$ cat src/rtl/freq_meter_pkg.sv
// Shared definitions for the gated-window frequency meter: FSM state
// encoding, window-length derivation and counter-width helper.
package freq_meter_pkg;

   typedef enum logic [1:0] {
      ST_IDLE    = 2'd0,
      ST_MEASURE = 2'd1,
      ST_DONE    = 2'd2
   } state_t;

   // Number of system clock cycles in one measurement window.
   function automatic int gate_cycles(input int clk_hz, input int gate_hz);
      return clk_hz / gate_hz;
   endfunction

   // ceil(log2(value)), never less than 1 so a counter always has a bit.
   function automatic int clog2_w(input int value);
      int w;
      w = 0;
      for (int i = 0; i < 31; i++) begin
         if ((64'd1 << i) < 64'(value)) begin
            w = i + 1;
         end
      end
      if (w == 0) begin
         w = 1;
      end
      return w;
   endfunction

endpackage

$ cat src/rtl/freq_meter_edge_sync.sv
// Brings the asynchronous measured signal into the clk domain through a
// 2-FF synchroniser, keeps one history flop and flags rising edges.
module edge_sync (
   input  logic clk,
   input  logic rst_n,
   input  logic async_in,
   output logic o_edge
);

   logic r_meta;
   logic r_sync;
   logic r_hist;

   // Synchroniser chain followed by the history flop used for edge compare.
   always_ff @(posedge clk or negedge rst_n) begin
      if (!rst_n) begin
         r_meta <= 1'b0;
         r_sync <= 1'b0;
         r_hist <= 1'b0;
      end else begin
         r_meta <= async_in;
         r_sync <= r_meta;
         r_hist <= r_sync;
      end
   end

   // Single-cycle pulse when the synchronised level has just gone high.
   assign o_edge = r_sync & ~r_hist;

endmodule

$ cat src/rtl/freq_meter.sv
// Gated-window frequency meter: counts rising edges of sig_in over a window
// of CLK_HZ/GATE_HZ clock cycles and returns the count via valid/ready.
// Optional macro FREQ_METER_CONT_EN: after each accepted result the next
// window starts immediately instead of returning to IDLE.
module freq_meter
   import freq_meter_pkg::*;
#(
   parameter int CLK_HZ  = 100_000_000,
   parameter int GATE_HZ = 1,
   parameter int CNT_W   = 27
) (
   input  logic             clk,
   input  logic             rst_n,
   input  logic             start,
   input  logic             sig_in,
   output logic [CNT_W-1:0] freq,
   output logic             ovf,
   output logic             valid,
   input  logic             ready,
   output logic             busy
);

   localparam int GATE_CYCLES = gate_cycles(CLK_HZ, GATE_HZ);
   localparam int GATE_W      = clog2_w(GATE_CYCLES);
   localparam logic [GATE_W-1:0] GATE_LAST = GATE_W'(GATE_CYCLES - 1);
   localparam logic [CNT_W-1:0]  CNT_MAX   = {CNT_W{1'b1}};

   state_t             r_state;
   logic [GATE_W-1:0]  r_gate;
   logic [CNT_W-1:0]   r_cnt;
   logic               r_sticky;
   logic               w_edge;
   logic [CNT_W-1:0]   w_cnt_next;
   logic               w_ovf_next;

   edge_sync u_edge_sync (
      .clk      (clk),
      .rst_n    (rst_n),
      .async_in (sig_in),
      .o_edge   (w_edge)
   );

   // Saturating next count and sticky overflow, including this cycle's edge.
   always_comb begin
      w_cnt_next = r_cnt;
      w_ovf_next = r_sticky;
      if (w_edge) begin
         if (r_cnt == CNT_MAX) begin
            w_ovf_next = 1'b1;
         end else begin
            w_cnt_next = r_cnt + CNT_W'(1);
         end
      end else begin
         w_cnt_next = r_cnt;
      end
   end

   // Window FSM with gate counter, edge counter and registered outputs.
   always_ff @(posedge clk or negedge rst_n) begin
      if (!rst_n) begin
         r_state  <= ST_IDLE;
         r_gate   <= '0;
         r_cnt    <= '0;
         r_sticky <= 1'b0;
         freq     <= '0;
         ovf      <= 1'b0;
         valid    <= 1'b0;
         busy     <= 1'b0;
      end else begin
         case (r_state)
            ST_IDLE: begin
               valid <= 1'b0;
               if (start) begin
                  r_gate   <= '0;
                  r_cnt    <= '0;
                  r_sticky <= 1'b0;
                  busy     <= 1'b1;
                  r_state  <= ST_MEASURE;
               end else begin
                  busy <= 1'b0;
               end
            end
            ST_MEASURE: begin
               r_cnt    <= w_cnt_next;
               r_sticky <= w_ovf_next;
               if (r_gate == GATE_LAST) begin
                  freq    <= w_cnt_next;
                  ovf     <= w_ovf_next;
                  valid   <= 1'b1;
                  busy    <= 1'b0;
                  r_state <= ST_DONE;
               end else begin
                  r_gate <= r_gate + GATE_W'(1);
               end
            end
            ST_DONE: begin
               if (valid && ready) begin
                  valid <= 1'b0;
`ifdef FREQ_METER_CONT_EN
                  r_gate   <= '0;
                  r_cnt    <= '0;
                  r_sticky <= 1'b0;
                  busy     <= 1'b1;
                  r_state  <= ST_MEASURE;
`else
                  r_state  <= ST_IDLE;
`endif
               end else begin
                  valid <= 1'b1;
               end
            end
            default: begin
               r_state <= ST_IDLE;
               valid   <= 1'b0;
               busy    <= 1'b0;
            end
         endcase
      end
   end

endmodule

$ cat config.mk
export PLATFORM = sky130hd
export DESIGN_NAME = freq_meter
export DESIGN_NICKNAME = d
export VERILOG_FILES = /design/src/rtl/freq_meter_pkg.sv /design/src/rtl/freq_meter_edge_sync.sv /design/src/rtl/freq_meter.sv
export SDC_FILE = /design/constraint.sdc
export NUM_CORES = 1
export LEC_CHECK = 0
export ABC_CLOCK_PERIOD_IN_PS = 5700
export BUFFER_PORTS_ARGS = -buffer_cell sky130_fd_sc_hd__buf_4
export CAP_MARGIN = 15
export CORE_UTILIZATION = 65
export CTS_BUF_LIST = sky130_fd_sc_hd__clkbuf_16
export DETAILED_ROUTE_END_ITERATION = 12
export GPL_TIMING_DRIVEN = 0
export MAX_ROUTING_LAYER = met4
export PLACE_DENSITY = 0.85
export RECOVER_POWER = 25
export SLEW_MARGIN = 20
export SYNTH_ARGS = -nofsm -noshare
export SYNTH_HDL_FRONTEND = slang
export SYNTH_SLANG_ARGS = --single-unit
$ cat constraint.sdc
create_clock -name clk -period 5.7 [get_ports clk]
set_input_delay 0.285 -clock clk [delete_from_list [all_inputs] [get_ports clk]]
set_output_delay 0.285 -clock clk [all_outputs]
set_load 0.1 [all_outputs]
==> summary.md <==
| Metric | Value |
|---|---|
| CP Capture Type | register |
| Inserted Diodes | 0 |
| Die ar. | roughly 8300 um2 |
| First-pass GRT wire length | about 23 mm |
| Starting density of the core | 0.672 |
| Period utilization | 0.518 |
| Synth-to-layout area growth | 12.7% |
| Static leakage | 2.46 nW |
| H-tree depth | 3 |
| PostCTS Resize Cnt | 0 |
| Vias in the first global route | 4637 |
| Register area | 2250 um2 |
| Hold WS | -0.0407 ns |
| Number of flops mapped to enable cells by yosys | 0 |
| Max clock buf depth | 2 |
| Area contributors post-synth | dfrtp_1, nand2_1, nand3_1 |
| Commonest cells post-synth | dfrtp_1, nand2_1, nand3_1 |
| Post-synth ARST share | 1.00 |
| Failing checks | hold timing |
| Avg Inst Size Synth | 9.03 um2 |
| Max Cap Viol | 0 |
| Skew final | 0.00772 ns |
| Filler cell count | approximately 570 |
| Final antenna-violating net count | 0 |
| I/O pins | 35 |
| Worst setup startpoint | r_state[1] |
| TritonCTS Buffers | 9 |
| # port buffers | 34 |
| Mapped Cells | 572 |
| Crit path kind | reg2reg |
| Placer Congestion | around 0.95 |
| Slew Limit Headroom | 0.323 |
| Distinct cells, synth | 63 |
| CTS tree | built |
| Reg-to-reg startpoint | r_state[1] |
| Congestion Overflow GR | 0 |
| RSZ-0062 raised after global routing | no |
| Worst setup path end | r_gate[7] |
| Min-delay worst type | in2async |
| Die span in x | between 90 and 100 um |
| Clk sinks | 90 |
| Reg2reg end | r_gate[7] |
| Post-synthesis sequential area ratio | 0.436 |
| Initial antenna violation count | 0 |
| First-iteration detailed-routing DRC count | roughly 520 |
| Slew @ Worst Pin | approximately 1 ns |
| Worst vdd ir | 0.000364 V |
| Max-slew violation count | 0 |
| Core Box Area | around 7700 um2 |
| Most common cell in the netlist | dfrtp_1 |
| Final Hold Viols | 12 |
| CTS clk-pin slew, worst paths | 0.07 ns |
| Synth Net Count | roughly 580 |
| Placed inst area | 5550 um2 |
| CP Max Fanout | 10 |
| Gr usage total | 0.365 |
| Routed WL | ~14 mm |
| Largest net degree at the start of global routing | 91 |
| Row cnt | 32 |
| Min Tclk post-route | slightly below 3 ns |
| Multi-input gate area | between 2000 and 3000 um2 |
| Fin nets | between 600 and 700 |
| Setup crit start kind | register |
| Critical path arrival | 3.16 ns |
| PD cells | around 320 nW/um2 |
| Layout cell share with drive strength beyond 1 | 0.125 |
| Routed len/inst | 19.6 um |
| Vias per cell | between 6 and 7 |
| Ys Warns | 0 |
| First-pass DRT Iterations | 5 |
| Yosys top cell by area | dfrtp_1 |
| # DRC | 0 |
| Max Fclk | approximately 340 MHz |
| Die Height | 91.1 um |
| Via count | between 4k and 5k |
| Hold buffers post-CTS | 0 |
| Total negative slack | 0 ns |
| Latest clock arrival within the worst-skew pair | about 0.34 ns |
| Finish-stage setup viols | 0 |
| Top-area cell type share of the netlist area | 0.436 |
| HPWL after DPL | about 9.7 mm |
| Status | complete, but fails checks |
| Synth Cell Area | between 5000 and 6000 um2 |
| Critical path required time | approximately 6 ns |
| Flip-flop and latch count after synthesis | 90 |
| Clock root cell | clkbuf_16 |
| Post-route cell area | 5820 um2 |
| Cells on worst reg2reg path | 10 |
| Top FF cell, synth | dfrtp_1 |
| R2R Setup Slk | roughly 2.7 ns |
| Util after Layout | 0.757 |
| Post-CTS Setup Bufs | 0 |
==> layout make-up <==
cell class                      count  share of cell area
Timing Repair Buffer               34              0.0445
Clock inverter                      7             0.00774
Tap cell                          102              0.0219
Clock buffer                        9              0.0387
Inverter                           11             0.00709
Multi-Input combinational cell    432               0.459
Sequential cell                    90               0.387
Buffer                             39              0.0337
==> through the flow <==
stage | worst slack [ns] | instances | hold WS, ns | power, mW
floorplan | 3.59 | 572 | -0.0106 | 1.12
global placement | 2.89 | 708 | 0.332 | 1.29
detailed placement | 2.80 | 708 | 0.366 | 1.32
CTS | 2.76 | 724 | 0.0509 | 1.86
global route | 2.63 | 724 | 0.0752 | 1.95
finish | 2.74 | 724 | -0.0407 | 1.88
==> power breakdown <==
group,switching (mW),internal (mW)
combinational,0.413,0.139
sequential,0.0774,0.699
clock,0.255,0.294
==> worst max-delay path, stage by stage, from the launching register on <==
cell,delay (ns)
dfrtp_1,0.36
inv_1,0.08
ha_1,0.18
clkbuf_1,0.22
mux2_2,0.43
nand2_1,0.40
clkbuf_1,0.46
buf_2,0.37
nor4_1,0.09
a21oi_1,0.14
nand2_1,0.07
==> placed cells by master, fill, tap and decap left out, types with 5 or more instances in the layout <==
| cell | count |
|---|---|
| xnor2_1 | 20 |
| or4_1 | 13 |
| and3_1 | 9 |
| buf_2 | 9 |
| nand4_1 | 22 |
| inv_1 | 11 |
| a31oi_1 | 10 |
| nand2_1 | 74 |
| nor2_1 | 40 |
| or3_1 | 12 |
| dfrtp_1 | 90 |
| a21oi_1 | 23 |
| and4_1 | 11 |
| nand3_1 | 42 |
| clkbuf_16 | 9 |
| nor3_1 | 8 |
| o21ai_0 | 32 |
| nor4_1 | 17 |
| ha_1 | 5 |
| a211o_1 | 5 |
| o211ai_1 | 16 |
| clkbuf_1 | 22 |
| buf_4 | 33 |
==> logic make-up (layout without fill, tap and decap cells) <==
group,Yosys count,after routing,share of synthesized area
AO/OA/AOI/OAI,125,125,0.167
XOR/XNOR,24,24,0.0407
adder cells (fa/ha/maj),5,5,0.0121
buffers and inverters,50,100,0.0460
flip-flops,90,90,0.436
multiplexers,4,4,0.00800
AND/OR/NAND/NOR,274,274,0.290
==> flip-flops by register name, summed over array words and instances (netlist names) <==
| register | cells |
|---|---|
| freq | 27 |
| r_cnt | 27 |
| r_gate | 27 |
| r_state | 2 |
| busy | 1 |
| ovf | 1 |
| r_sticky | 1 |
| u_edge_sync.r_hist | 1 |
| u_edge_sync.r_meta | 1 |
| u_edge_sync.r_sync | 1 |
| valid | 1 |
==> metal layers <==
metal,vias up,global-route usage,share of wire
met5,-,-,0
met4,0,0.206,0.049
met3,72,0.0419,0.076
met2,277,0.578,0.47
met1,2297,0.457,0.40
li1,2228,-,-
==> how the worst min path moves through the flow <==
stage | from | to | depth (start not counted) | slack, ns
after floorplan | rst_n | busy | 0 | -0.01
after global placement | u_edge_sync.r_meta | u_edge_sync.r_sync | 0 | 0.33
final | rst_n | r_cnt[12] | 1 | -0.04
after CTS | sig_in | u_edge_sync.r_meta | 1 | 0.05
after detailed placement | u_edge_sync.r_meta | u_edge_sync.r_sync | 0 | 0.37
after global routing | sig_in | u_edge_sync.r_meta | 1 | 0.08
Note: power is estimated with default switching activity, not from simulation.
